## src/rtl/al422_bam_pkg.sv

```systemverilog
// Shared types and constants for the AL422 FIFO to HUB75 BAM panel driver.
package al422_bam_pkg;

    localparam int unsigned COLUMNS_DEF    = 64;
    localparam int unsigned ROW_BITS_DEF   = 5;
    localparam int unsigned BAM_BITS_DEF   = 4;
    localparam int unsigned BASE_TICKS_DEF = 32;

    localparam int unsigned DATA_W   = 8;
    localparam int unsigned RGB_W    = 3;
    localparam int unsigned RGB1_LSB = 0;
    localparam int unsigned RGB2_LSB = 3;

    typedef enum logic [1:0] {
        FRST    = 2'd0,
        SHIFT   = 2'd1,
        LATCH   = 2'd2,
        DISPLAY = 2'd3
    } state_t;

    // Index width for a counter over n values, never narrower than one bit.
    function automatic int unsigned idx_width(input int unsigned n);
        return (n > 1) ? $clog2(n) : 1;
    endfunction

endpackage

```

## src/rtl/al422_fifo_bam_driver_if.sv

```systemverilog
// FIFO read port and panel connector signals between the driver and the board.
interface al422_fifo_bam_driver_if
    import al422_bam_pkg::*;
#(
    parameter int unsigned ROW_BITS = ROW_BITS_DEF
);
    logic [DATA_W-1:0]   in_data;
    logic                al422_re_out;
    logic                al422_nrst_out;
    logic                led_clk_out;
    logic                led_lat_out;
    logic                led_oe_out;
    logic [ROW_BITS-1:0] led_row;
    logic [RGB_W-1:0]    rgb1;
    logic [RGB_W-1:0]    rgb2;

    modport master (
        input  in_data,
        output al422_re_out,
        output al422_nrst_out,
        output led_clk_out,
        output led_lat_out,
        output led_oe_out,
        output led_row,
        output rgb1,
        output rgb2
    );

    modport slave (
        output in_data,
        input  al422_re_out,
        input  al422_nrst_out,
        input  led_clk_out,
        input  led_lat_out,
        input  led_oe_out,
        input  led_row,
        input  rgb1,
        input  rgb2
    );

endinterface

```

## src/rtl/bam_display_timer.sv

```systemverilog
// Down-counter for one bitplane display period of BASE_TICKS<<plane cycles.
module bam_display_timer
    import al422_bam_pkg::*;
#(
    parameter  int unsigned BAM_BITS   = BAM_BITS_DEF,
    parameter  int unsigned BASE_TICKS = BASE_TICKS_DEF,
    localparam int unsigned PLANE_W    = idx_width(BAM_BITS)
) (
    input  logic               clk,
    input  logic               rst,
    input  logic               load,
    input  logic [PLANE_W-1:0] plane,
    output logic               done_c
);

    localparam int unsigned MAX_TICKS = BASE_TICKS << (BAM_BITS - 1);
    localparam int unsigned TIMER_W   = $clog2(MAX_TICKS + 1);

    logic [TIMER_W-1:0] cnt;

    // Loaded the cycle before the period starts, so the final cycle sees cnt==1.
    always_ff @(posedge clk) begin
        if (rst) begin
            cnt <= '0;
        end else if (load) begin
            cnt <= TIMER_W'(BASE_TICKS << plane);
        end else if (cnt != '0) begin
            cnt <= cnt - TIMER_W'(1);
        end
    end

    assign done_c = (cnt == TIMER_W'(1));

endmodule

```

## src/rtl/al422_fifo_bam_driver.sv

```systemverilog
// Reads row-major/bitplane-inner bytes from an AL422 FIFO and scans them onto a
// 1/2**ROW_BITS HUB75 panel with binary angle modulation.
module al422_fifo_bam_driver
    import al422_bam_pkg::*;
#(
    parameter int unsigned COLUMNS    = COLUMNS_DEF,
    parameter int unsigned ROW_BITS   = ROW_BITS_DEF,
    parameter int unsigned BAM_BITS   = BAM_BITS_DEF,
    parameter int unsigned BASE_TICKS = BASE_TICKS_DEF
) (
    input  logic                    in_clk,
    input  logic                    in_nrst,
    al422_fifo_bam_driver_if.master bus
);

    localparam int unsigned COL_W   = idx_width(COLUMNS);
    localparam int unsigned PLANE_W = idx_width(BAM_BITS);

    localparam logic [COL_W-1:0]    LAST_COL   = COL_W'(COLUMNS - 1);
    localparam logic [PLANE_W-1:0]  LAST_PLANE = PLANE_W'(BAM_BITS - 1);
    localparam logic [ROW_BITS-1:0] LAST_ROW   = ROW_BITS'((1 << ROW_BITS) - 1);

    state_t              state, state_d;
    logic                armed;
    logic [COL_W-1:0]    col, col_d;
    logic                phase, phase_d;
    logic [PLANE_W-1:0]  plane, plane_d;
    logic [ROW_BITS-1:0] row, row_d;

    logic re_d, fifo_nrst_d, led_clk_d, lat_d, oe_d;

    logic                re_q, fifo_nrst_q, led_clk_q, lat_q, oe_q;
    logic [ROW_BITS-1:0] led_row_q;
    logic [RGB_W-1:0]    rgb1_q, rgb2_q;

    logic timer_load_c, timer_done_c;

    logic [DATA_W-RGB2_LSB-RGB_W-1:0] unused_in_bits;
    assign unused_in_bits = bus.in_data[DATA_W-1:RGB2_LSB+RGB_W];

    assign timer_load_c = (state == LATCH);

    bam_display_timer #(
        .BAM_BITS   (BAM_BITS),
        .BASE_TICKS (BASE_TICKS)
    ) u_timer (
        .clk    (in_clk),
        .rst    (in_nrst),
        .load   (timer_load_c),
        .plane  (plane),
        .done_c (timer_done_c)
    );

    // State, counters and outputs; outputs are registered from the next state so
    // they always describe the state currently held.
    always_ff @(posedge in_clk) begin
        if (in_nrst) begin
            state       <= FRST;
            armed       <= 1'b0;
            col         <= '0;
            phase       <= 1'b0;
            plane       <= '0;
            row         <= '0;
            re_q        <= 1'b1;
            fifo_nrst_q <= 1'b1;
            led_clk_q   <= 1'b0;
            lat_q       <= 1'b0;
            oe_q        <= 1'b1;
            led_row_q   <= '0;
            rgb1_q      <= '0;
            rgb2_q      <= '0;
        end else begin
            state       <= state_d;
            armed       <= 1'b1;
            col         <= col_d;
            phase       <= phase_d;
            plane       <= plane_d;
            row         <= row_d;
            re_q        <= re_d;
            fifo_nrst_q <= fifo_nrst_d;
            led_clk_q   <= led_clk_d;
            lat_q       <= lat_d;
            oe_q        <= oe_d;
            if (state_d == LATCH) begin
                led_row_q <= row_d;
            end
            // The FIFO word is valid during the read phase and taken as it advances.
            if (state == SHIFT && !phase) begin
                rgb1_q <= bus.in_data[RGB1_LSB +: RGB_W];
                rgb2_q <= bus.in_data[RGB2_LSB +: RGB_W];
            end
        end
    end

    // Next state and counter updates.
    always_comb begin
        state_d = state;
        col_d   = col;
        phase_d = phase;
        plane_d = plane;
        row_d   = row;

        if (!armed) begin
            state_d = FRST;
            col_d   = '0;
            phase_d = 1'b0;
            plane_d = '0;
            row_d   = '0;
        end else begin
            case (state)
                FRST: begin
                    state_d = SHIFT;
                    col_d   = '0;
                    phase_d = 1'b0;
                    plane_d = '0;
                    row_d   = '0;
                end
                SHIFT: begin
                    if (!phase) begin
                        phase_d = 1'b1;
                    end else begin
                        phase_d = 1'b0;
                        if (col == LAST_COL) begin
                            col_d   = '0;
                            state_d = LATCH;
                        end else begin
                            col_d = col + COL_W'(1);
                        end
                    end
                end
                LATCH: begin
                    state_d = DISPLAY;
                end
                DISPLAY: begin
                    if (timer_done_c) begin
                        if (plane != LAST_PLANE) begin
                            plane_d = plane + PLANE_W'(1);
                            state_d = SHIFT;
                        end else if (row != LAST_ROW) begin
                            plane_d = '0;
                            row_d   = row + ROW_BITS'(1);
                            state_d = SHIFT;
                        end else begin
                            plane_d = '0;
                            row_d   = '0;
                            state_d = FRST;
                        end
                    end
                end
                default: begin
                    state_d = FRST;
                end
            endcase
        end
    end

    // Panel and FIFO strobes for the state being entered.
    always_comb begin
        re_d        = 1'b1;
        fifo_nrst_d = 1'b1;
        led_clk_d   = 1'b0;
        lat_d       = 1'b0;
        oe_d        = 1'b1;

        case (state_d)
            FRST: begin
                re_d        = 1'b0;
                fifo_nrst_d = 1'b0;
            end
            SHIFT: begin
                re_d      = phase_d;
                led_clk_d = phase_d;
            end
            LATCH: begin
                lat_d = 1'b1;
            end
            DISPLAY: begin
                oe_d = 1'b0;
            end
            default: begin
                re_d = 1'b1;
            end
        endcase
    end

    assign bus.al422_re_out   = re_q;
    assign bus.al422_nrst_out = fifo_nrst_q;
    assign bus.led_clk_out    = led_clk_q;
    assign bus.led_lat_out    = lat_q;
    assign bus.led_oe_out     = oe_q;
    assign bus.led_row        = led_row_q;
    assign bus.rgb1           = rgb1_q;
    assign bus.rgb2           = rgb2_q;

endmodule

```

## src/flat_wrapper.sv

```systemverilog
// flat-port wrapper written by rule: the top's interface ports become plain ports
module al422_fifo_bam_driver_flat import al422_bam_pkg::*;
#(
    parameter int unsigned COLUMNS    = COLUMNS_DEF,
    parameter int unsigned ROW_BITS   = ROW_BITS_DEF,
    parameter int unsigned BAM_BITS   = BAM_BITS_DEF,
    parameter int unsigned BASE_TICKS = BASE_TICKS_DEF
)
  (in_clk, in_nrst, bus_in_data, bus_al422_re_out, bus_al422_nrst_out, bus_led_clk_out, bus_led_lat_out, bus_led_oe_out, bus_led_row, bus_rgb1, bus_rgb2);
  al422_fifo_bam_driver_if #(.ROW_BITS(ROW_BITS)) bus_i ();
  input  logic in_clk;
  input  logic in_nrst;
  input wire logic [$bits(bus_i.in_data)-1:0] bus_in_data;
  output wire logic [$bits(bus_i.al422_re_out)-1:0] bus_al422_re_out;
  output wire logic [$bits(bus_i.al422_nrst_out)-1:0] bus_al422_nrst_out;
  output wire logic [$bits(bus_i.led_clk_out)-1:0] bus_led_clk_out;
  output wire logic [$bits(bus_i.led_lat_out)-1:0] bus_led_lat_out;
  output wire logic [$bits(bus_i.led_oe_out)-1:0] bus_led_oe_out;
  output wire logic [$bits(bus_i.led_row)-1:0] bus_led_row;
  output wire logic [$bits(bus_i.rgb1)-1:0] bus_rgb1;
  output wire logic [$bits(bus_i.rgb2)-1:0] bus_rgb2;
  assign bus_i.in_data = bus_in_data;
  assign bus_al422_re_out = bus_i.al422_re_out;
  assign bus_al422_nrst_out = bus_i.al422_nrst_out;
  assign bus_led_clk_out = bus_i.led_clk_out;
  assign bus_led_lat_out = bus_i.led_lat_out;
  assign bus_led_oe_out = bus_i.led_oe_out;
  assign bus_led_row = bus_i.led_row;
  assign bus_rgb1 = bus_i.rgb1;
  assign bus_rgb2 = bus_i.rgb2;
  al422_fifo_bam_driver #(.COLUMNS(COLUMNS), .ROW_BITS(ROW_BITS), .BAM_BITS(BAM_BITS), .BASE_TICKS(BASE_TICKS)) u_core (.in_clk(in_clk), .in_nrst(in_nrst), .bus(bus_i));
endmodule
```

## config.mk

```make
export PLATFORM = sky130hd
export DESIGN_NAME = al422_fifo_bam_driver_flat
export DESIGN_NICKNAME = d
export VERILOG_FILES = /design/src/rtl/al422_bam_pkg.sv /design/src/rtl/al422_fifo_bam_driver_if.sv /design/src/rtl/bam_display_timer.sv /design/src/rtl/al422_fifo_bam_driver.sv /design/src/flat_wrapper.sv
export SDC_FILE = /design/constraint.sdc
export NUM_CORES = 1
export LEC_CHECK = 0
export CORE_ASPECT_RATIO = 0.8
export CORE_MARGIN = 1
export CORE_UTILIZATION = 35
export CTS_CLUSTER_SIZE = 24
export DETAILED_ROUTE_END_ITERATION = 16
export PLACE_DENSITY = 0.65
export SLEW_MARGIN = 5
export SYNTH_ARGS = -nofsm -noshare
export SYNTH_HDL_FRONTEND = slang
export SYNTH_SLANG_ARGS = --single-unit
```

## constraint.sdc

```tcl
create_clock -name in_clk -period 2.7 [get_ports in_clk]
set_input_delay 0.81 -clock in_clk [delete_from_list [all_inputs] [get_ports in_clk]]
set_output_delay 0.81 -clock in_clk [all_outputs]
set_load 0.1 [all_outputs]
```

==> results of run 1 <==
==> cells by family after synthesis <==
family | count (synthesis) | share of synthesized area
AO/OA/AOI/OAI | 27 | 0.0840
XOR/XNOR | 8 | 0.0348
adder cells (fa/ha/maj) | 14 | 0.0871
buffers and inverters | 13 | 0.0243
flip-flops | 42 | 0.418
multiplexers | 20 | 0.103
AND/OR/NAND/NOR | 91 | 0.248
==> sequential cells by signal (all words and copies together) (netlist names) <==
signal	flops
u_core.bus.rgb1	3
u_core.plane	2
u_core.row	5
u_core.bus.al422_re_out	1
u_core.col	6
u_core.u_timer.cnt	9
u_core.bus.led_lat_out	1
u_core.bus.led_row	5
u_core.phase	1
u_core.bus.al422_nrst_out	1
u_core.bus.rgb2	3
u_core.state	2
u_core.bus.led_clk_out	1
u_core.bus.led_oe_out	1
u_core.armed	1
==> Yosys cell counts, drive strengths merged, types with 2 or more instances <==
| cell type | instances | area [um^2] |
|---|---|---|
| or3 | 3 | 20.0 |
| nand3 | 9 | 45.0 |
| and3 | 2 | 13.8 |
| nand4 | 3 | 33.8 |
| o21ai | 8 | 40.0 |
| mux2i | 14 | 140 |
| xor2 | 2 | 17.5 |
| nor3 | 7 | 46.3 |
| nand4b | 2 | 17.5 |
| nor2b | 9 | 56.3 |
| a21oi | 9 | 45.0 |
| dfxtp | 42 | 841 |
| nor4 | 2 | 27.5 |
| nor2 | 30 | 113 |
| mux2 | 6 | 67.6 |
| clkbuf | 4 | 15.0 |
| nand2 | 13 | 48.8 |
| nand2b | 2 | 12.5 |
| ha | 14 | 175 |
| and2 | 2 | 12.5 |
| inv | 8 | 30.0 |
| xnor2 | 6 | 52.6 |
| nand3b | 2 | 15.0 |
| a31oi | 3 | 18.8 |
| nor3b | 2 | 15.0 |
==> cell type report <==
type / instances / area (um^2) / area share
sequential: 42 / 841 / 0.346
clock inverter: 2 / 37.5 / 0.0155
clock buffer: 6 / 72.6 / 0.0299
tap: 78 / 97.6 / 0.0402
inverter: 8 / 30.0 / 0.0124
timing repair buffer: 28 / 228 / 0.0938
multi-input combinational: 160 / 1120 / 0.462
==> worst max-delay path by stage <==
stage,startpoint,end,cells after the start
after floorplan,u_core.u_timer.cnt[6],u_core.bus.led_row[2],6
after global placement,u_core.row[0],u_core.bus.led_row[2],8
after detailed placement,in_nrst,u_core.bus.led_row[3],5
after CTS,u_core.state[0],u_core.bus.led_row[2],8
after global routing,u_core.row[1],u_core.bus.led_row[2],8
final,u_core.state[0],u_core.bus.led_row[2],8
==> routing by layer <==
layer  vias up  part of all wire  GRT usage
met3         7             0.039     0.0393
met2        28              0.41      0.205
li1        806                 -          -
met4         0             0.022     0.0667
met1       698              0.53      0.202
met5         -                 0          0
==> stage by stage <==
stage | instance area, um^2 | hold slack [ns] | util | total power, mW | cells
after CTS | 2430 | 0.493 | 0.442 | 1.82 | 324
after global placement | 2320 | 0.473 | 0.422 | 1.29 | 316
after detailed placement | 2320 | 0.477 | 0.422 | 1.31 | 316
after global routing | 2430 | 0.534 | 0.442 | 1.92 | 324
final | 2430 | 0.496 | 0.442 | 1.80 | 324
after floorplan | 2010 | 0.454 | - | 1.17 | 215
==> worst max-delay path: cells and delay by family (launching register included) <==
family	cells	cell delay [ns]
and+or+nand+nor	4	1.03
adders and majority gates	1	0.32
buffers and inverters	1	0.09
DFF	1	0.42
AOI/OAI and AO/OA	1	0.24
muxes	1	0.15
==> power groups by stage <==
stage / logic, mW / clock network, mW / registers (mW)
after floorplan: 0.373 / 0 / 0.799
after global placement: 0.530 / 0 / 0.763
after detailed placement: 0.543 / 0 / 0.763
after CTS: 0.548 / 0.518 / 0.750
after global routing: 0.619 / 0.545 / 0.760
final: 0.546 / 0.506 / 0.750
==> results.json, run 1 <==
{
  "async_reset_ff_frac": 0,
  "internal-power_mw": 1.20,
  "rows": 24,
  "finalCritPeriodShare": 0.862,
  "ys_ff_latch": 42,
  "synthesis.area_per_instance_um2": 9.35,
  "die-width_um": 86.7,
  "cts_buffer_depth": 2,
  "hp-class": "flop to flop",
  "p_switching_mw": 0.601,
  "synth.lib_cells_used.distinct": 42,
  "worstPathRequired_ns": 2.95,
  "postCtsHoldBufs": 0,
  "grt_first_pass_wirelength_um": 6640,
  "detail_route.wirelength_um": 3840,
  "gp_congestion": 0.747,
  "slew_headroom": 0.665,
  "drc_errors": 0,
  "initial_core_util": 0.366,
  "clock_insertion_delay_worst_skew_ns": 0.31,
  "grt_setup_unrepaired": "false",
  "synth-edff-count": 0,
  "setup_tns_ns": 0,
  "syn-num-nets": 239,
  "holdPathEnd": "u_core.col[0]",
  "critical_path.cell_chain": "inv_1 -> ha_1 -> nor2b_1 -> nand4_4 -> or2_0 -> or3b_1 -> a211oi_2 -> mux2_1",
  "first_iter_violations": 68,
  "final_net_count": 269,
  "max_cap_violations": 0,
  "grt_start_max_net_pins": 18,
  "power.share.clock": 0.281,
  "r2r-end": "u_core.bus.led_row[2]",
  "cts_htree_levels": 2,
  "worst_setup_path_end_kind": "flop",
  "share_seq_of_total_power": 0.416,
  "outcome": "finished clean",
  "cts.repair.resized": 0,
  "clk_transition_reported_paths_ns": 0.09,
  "pwr_density_cell_nw_per_um2": 743,
  "routed_wirelength_normalized_by_instance_count_um": 11.9,
  "cts_tree": "done",
  "area_delta_synth_final_pct": 20.7,
  "ys.flop_type": "dfxtp_1",
  "peakVddDrop_v": 0.000350,
  "grt_antenna_before_repair": 0,
  "synthesis.instances": 215,
  "groute.usage.overall": 0.145,
  "grt.overflow.total": 0,
  "regToRegSetupSlack_ns": 0.37,
  "cts.sink_count": 42,
  "die_area_um2": 6050,
  "initial_drt_pass_iterations": 4,
  "crit_type": "flop to flop",
  "max_incr_delay_on_cp_ns": 0.42,
  "final.fill_count": 534,
  "worst_r2r_startpoint": "u_core.state[0]",
  "worst-path-max-fanout": 7,
  "diodes": 0,
  "cts_post_setup_buffers_inserted": 0,
  "worstMarginPinSlew_ns": 0.497,
  "finClkSkew_ns": 0.00998,
  "most-common-layout-cells": "42 x dfxtp_1, 30 x nor2_1, 21 x buf_4",
  "synth.yosys.seq_area_share": 0.418,
  "layout_setup_ws_ns": 0.372,
  "slowest_stage": "dfxtp_1",
  "core_area_um2": 5500,
  "timing.reg2reg.worst_path_depth": 8,
  "ios": 26,
  "final_antenna_net_count": 0,
  "hold_sp": "u_core.col[0]",
  "critical_path.startpoint_type": "flop",
  "io_buffers": 23,
  "preCtsSetupSlack_ns": 0.416,
  "chipHeight_um": 69.8,
  "post_detailed_route_via_to_cell_ratio": 4.75,
  "final_period_minus_worst_setup_slack_ns": 2.33,
  "worstPathArrival_ns": 2.58,
  "first_global_vias": 1397,
  "post_route_cells_drive_above_1_share": 0.163,
  "via_count": 1539,
  "leakage_nw": 0.951,
  "report.final.hold_viol_count": 0,
  "place_hpwl_um": 2780,
  "worst_hold_path.num_cells": 2,
  "yosys_warnings": 0,
  "finalSetupViolations": 0,
  "cts-root-buf": "clkbuf_8",
  "power.share.switching": 0.333,
  "layout_commonest_cell": "dfxtp_1",
  "max_freq_ghz": 0.429,
  "drv_slew": 0,
  "power_frac_comb": 0.303,
  "tritoncts.num_buffers": 5,
  "netlist_area_um2": 2010
}
No activity file was read; power rests on OpenSTA's default activity.
==> run 2, diff against run 1 <==
Settings changed: CORE_ASPECT_RATIO 0.8 to 1.5, SETUP_SLACK_MARGIN from default to 0.05.
==> results.json, run 2 (synthesized netlist as in run 1, its figures left out) <==
{
  "detail_route.wirelength_um": 3870,
  "final_net_count": 268,
  "worst_setup_path_end_kind": "flop",
  "clock_insertion_delay_worst_skew_ns": 0.29,
  "place_hpwl_um": 2850,
  "slew_headroom": 0.645,
  "leakage_nw": 0.946,
  "drv_slew": 0,
  "max_cap_violations": 0,
  "grt.overflow.total": 0,
  "cts_post_setup_buffers_inserted": 0,
  "pwr_density_cell_nw_per_um2": 739,
  "worst_hold_path.num_cells": 2,
  "grt_setup_unrepaired": "false",
  "clk_transition_reported_paths_ns": 0.08,
  "drc_errors": 0,
  "peakVddDrop_v": 0.000753,
  "die-width_um": 63.9,
  "sequential_cell_area_um2": 841,
  "final_period_minus_worst_setup_slack_ns": 2.34,
  "first_iter_violations": 33,
  "layout_setup_ws_ns": 0.362,
  "first_global_vias": 1576,
  "largest_register_ff_count": 9,
  "groute.usage.overall": 0.144,
  "via_count": 1571,
  "initial_drt_pass_iterations": 4,
  "cts.sink_count": 42,
  "routed_wirelength_normalized_by_instance_count_um": 12.3,
  "worstPathRequired_ns": 2.89,
  "finClkSkew_ns": 0.00326,
  "cts_tree": "done",
  "outcome": "finished clean",
  "final.fill_count": 531,
  "report.final.hold_viol_count": 0,
  "crit_type": "flop to flop",
  "io_buffers": 23,
  "finalSetupViolations": 0,
  "hp-class": "flop to flop",
  "critical_path.startpoint_type": "flop",
  "tritoncts.num_buffers": 5,
  "worstMarginPinSlew_ns": 0.527,
  "die_area_um2": 6060,
  "worst-path-max-fanout": 5,
  "cts.repair.resized": 0,
  "gp_congestion": 0.766,
  "post_route_cells_drive_above_1_share": 0.159,
  "layout_commonest_cell": "dfxtp_1",
  "grt_start_max_net_pins": 21,
  "ios": 26,
  "reg_top3": "u_core.u_timer.cnt x9, u_core.col x6",
  "cts-root-buf": "clkbuf_8",
  "area_delta_synth_final_pct": 19.9,
  "cts_buffer_depth": 2,
  "most-common-layout-cells": "42 x dfxtp_1, 30 x nor2_1, 20 x buf_4",
  "finalCritPeriodShare": 0.866,
  "chipHeight_um": 94.8,
  "grt_first_pass_wirelength_um": 6800,
  "timing.reg2reg.worst_path_depth": 8,
  "rows": 33,
  "grt_antenna_before_repair": 0,
  "biggest_register": "u_core.u_timer.cnt",
  "post_detailed_route_via_to_cell_ratio": 4.99,
  "initial_core_util": 0.366,
  "area_taken_by_multi_input_logic_gates_um2": 1120,
  "worstPathArrival_ns": 2.53,
  "postCtsHoldBufs": 0,
  "max_freq_ghz": 0.428,
  "setup_tns_ns": 0,
  "core_area_um2": 5490,
  "diodes": 0,
  "final_antenna_net_count": 0,
  "preCtsSetupSlack_ns": 0.358,
  "cts_htree_levels": 2
}
## run 2: changes by cell type in the layout (fill, tap and decap cells not counted), sizes merged
cell  change
buf       -1
## run 2: worst paths after layout
kind	start	to	slack, ns
max	u_core.row[0]	u_core.bus.led_row[2]	0.36
min	u_core.col[0]	u_core.col[0]	0.49
max reg2reg	u_core.row[0]	u_core.bus.led_row[2]	0.36
min reg2reg	u_core.col[0]	u_core.col[0]	0.49
## run 2: per-stage QoR
| step | cells | utilization | total power [mW] | hold slack, ns | area, um^2 |
|---|---|---|---|---|---|
| after global placement | 307 | 0.419 | 1.29 | 0.477 | 2300 |
| final | 315 | 0.439 | 1.78 | 0.488 | 2410 |
| after floorplan | 215 | - | 1.17 | 0.454 | 2010 |
| after detailed placement | 307 | 0.419 | 1.30 | 0.483 | 2300 |
| after CTS | 315 | 0.439 | 1.80 | 0.498 | 2410 |
| after global routing | 315 | 0.439 | 1.90 | 0.520 | 2410 |
## run 2: cell type report
| class | count | share of cell area |
|---|---|---|
| multi-input combinational | 160 | 0.465 |
| sequential | 42 | 0.349 |
| timing repair buffer | 27 | 0.0914 |
| tap | 70 | 0.0363 |
| clock buffer | 6 | 0.0301 |
| clock inverter | 2 | 0.0156 |
| inverter | 8 | 0.0125 |
## run 2: where the power goes
| part | total (mW) | switching [mW] | internal [mW] |
|---|---|---|---|
| Sequential | 0.749 | 0.0737 | 0.676 |
| Combinational | 0.538 | 0.291 | 0.247 |
| Clock | 0.494 | 0.218 | 0.276 |
## run 2: routing by layer
| metal | share of wire | GRT usage | routed length, um |
|---|---|---|---|
| met2 | 0.53 | 0.270 | 2070 |
| met5 | 0 | 0 | 0 |
| met1 | 0.42 | 0.147 | 1610 |
| met4 | 0.025 | 0.0795 | 97 |
| met3 | 0.025 | 0.0266 | 96 |
## run 2: critical path: stages, from the launching register on
cell and delay, ns:
dfxtp_1 0.39, ha_1 0.22, and3_1 0.17, ha_1 0.23, nand2_1 0.07, mux2i_1 0.15
o221ai_1 0.24, a211o_2 0.44, mux2_1 0.32
==> run 3, diff against run 2 <==
Settings changed: REMOVE_ABC_BUFFERS from default to 1.
==> results.json, run 3 (synthesized netlist as in run 1, its figures left out) <==
{
  "outcome": "finished clean",
  "slew_headroom": 0.652,
  "grt_antenna_before_repair": 0,
  "crit_type": "flop to flop",
  "die-width_um": 63.9,
  "slowest_stage": "a211o_2",
  "crit_family": "compound AO/OA/AOI/OAI gates",
  "placed_cells": 307,
  "worstMarginPinSlew_ns": 0.516,
  "place_hpwl_um": 2790,
  "final_antenna_net_count": 0,
  "cts.sink_count": 42,
  "cp_common_cell": "ha_1",
  "cts_post_setup_buffers_inserted": 0,
  "final_design_area_no_fill_um2": 2380,
  "area_taken_by_multi_input_logic_gates_um2": 1120,
  "groute.usage.overall": 0.141,
  "post_detailed_route_via_to_cell_ratio": 5.09,
  "gp_congestion": 0.801,
  "cts.repair.resized": 0,
  "cts-root-buf": "clkbuf_8",
  "worst_setup_path_end_kind": "flop",
  "worst-path-max-fanout": 5,
  "die_area_um2": 6060,
  "sequential_cell_area_um2": 841,
  "cts_tree": "done",
  "critical_path.startpoint_type": "flop",
  "biggest_register": "u_core.u_timer.cnt",
  "final_period_minus_worst_setup_slack_ns": 2.34,
  "finalCritPeriodShare": 0.865,
  "max_freq_ghz": 0.428,
  "initial_core_util": 0.366,
  "finalSetupViolations": 0,
  "reg_top3": "u_core.u_timer.cnt x9, u_core.col x6",
  "preCtsSetupSlack_ns": 0.354,
  "post_route_cells_drive_above_1_share": 0.160,
  "grt_start_max_net_pins": 21,
  "finClkSkew_ns": 0.00857,
  "rows": 33,
  "pwr_density_cell_nw_per_um2": 707,
  "grt_setup_unrepaired": "false",
  "clock_insertion_delay_worst_skew_ns": 0.30,
  "drv_slew": 0,
  "worstPathRequired_ns": 2.89,
  "first_iter_violations": 29,
  "critical_path.cell_chain": "ha_1 -> and3_1 -> ha_1 -> nand2_1 -> mux2i_1 -> o221ai_1 -> a211o_2 -> mux2_1",
  "hp-class": "flop to flop",
  "first_global_vias": 1537,
  "grt.overflow.total": 0,
  "cts_htree_levels": 2,
  "report.final.hold_viol_count": 0,
  "final.fill_count": 557,
  "tritoncts.num_buffers": 5,
  "setup_tns_ns": 0,
  "initial_drt_pass_iterations": 4,
  "largest_register_ff_count": 9,
  "peakVddDrop_v": 0.000339,
  "ios": 26,
  "share_seq_of_total_power": 0.446,
  "via_count": 1598,
  "cts_buffer_depth": 2,
  "cp_num_buf_inv": 0,
  "grt_first_pass_wirelength_um": 6600,
  "most-common-layout-cells": "42 x dfxtp_1, 30 x nor2_1, 20 x buf_4",
  "io_buffers": 23,
  "detail_route.wirelength_um": 3890,
  "internal-power_mw": 1.10,
  "worstPathArrival_ns": 2.52,
  "clk_transition_reported_paths_ns": 0.08,
  "diodes": 0,
  "area_delta_synth_final_pct": 18.5,
  "drc_errors": 0,
  "routed_wirelength_normalized_by_instance_count_um": 12.4,
  "power.share.switching": 0.347,
  "p_switching_mw": 0.585,
  "postCtsHoldBufs": 0,
  "power.share.clock": 0.236,
  "layout_commonest_cell": "dfxtp_1",
  "leakage_nw": 0.931,
  "final_util": 0.434,
  "power_frac_comb": 0.318,
  "core_area_um2": 5490,
  "max_incr_delay_on_cp_ns": 0.43,
  "cell_area_after_placement_um2": 2300,
  "max_cap_violations": 0,
  "final_instance_count_excl_fillers": 314,
  "regToRegSetupSlack_ns": 0.36,
  "layout_setup_ws_ns": 0.363,
  "final_net_count": 268,
  "chipHeight_um": 94.8
}
-- run 3: power by group through the flow --
stage | Sequential (mW) | Clock (mW) | Combinational (mW)
3_5_place_dp | 0.764 | 0 | 0.536
6_report | 0.752 | 0.397 | 0.536
2_1_floorplan | 0.799 | 0 | 0.369
4_1_cts | 0.751 | 0.416 | 0.540
3_3_place_gp | 0.764 | 0 | 0.528
5_1_grt | 0.761 | 0.444 | 0.598
-- run 3: tightest hold or removal path, stage by stage, from the launching register on --
cell	delay, ns
dfxtp_1	0.34
nand2_1	0.07
a21oi_1	0.06
-- run 3: area by class of cell --
cell class / instances / share of cell area
multi-input cells: 160 / 0.470
flip-flops and latches: 42 / 0.353
repair buffers: 27 / 0.0924
well taps: 70 / 0.0367
clock buffers: 5 / 0.0289
inverters: 8 / 0.0126
clock inverters: 2 / 0.00630
-- run 3: final timing paths --
kind                 start               endpoint  cells after the start
min          u_core.col[0]          u_core.col[0]                      2
min reg2reg  u_core.col[0]          u_core.col[0]                      2
max          u_core.row[0]  u_core.bus.led_row[2]                      8
max reg2reg  u_core.row[0]  u_core.bus.led_row[2]                      8
-- run 3: layer usage --
metal / wire length [um] / GRT usage / share of wire
met5: 0 / 0 / 0
met4: 82 / 0.0758 / 0.021
met3: 117 / 0.0242 / 0.030
met2: 2040 / 0.268 / 0.53
met1: 1650 / 0.143 / 0.42
-- run 3: metrics by stage --
stage | hold WS (ns) | total power [mW]
finish | 0.502 | 1.68
global placement | 0.471 | 1.29
CTS | 0.504 | 1.71
global route | 0.533 | 1.80
detailed placement | 0.490 | 1.30
floorplan | 0.454 | 1.17
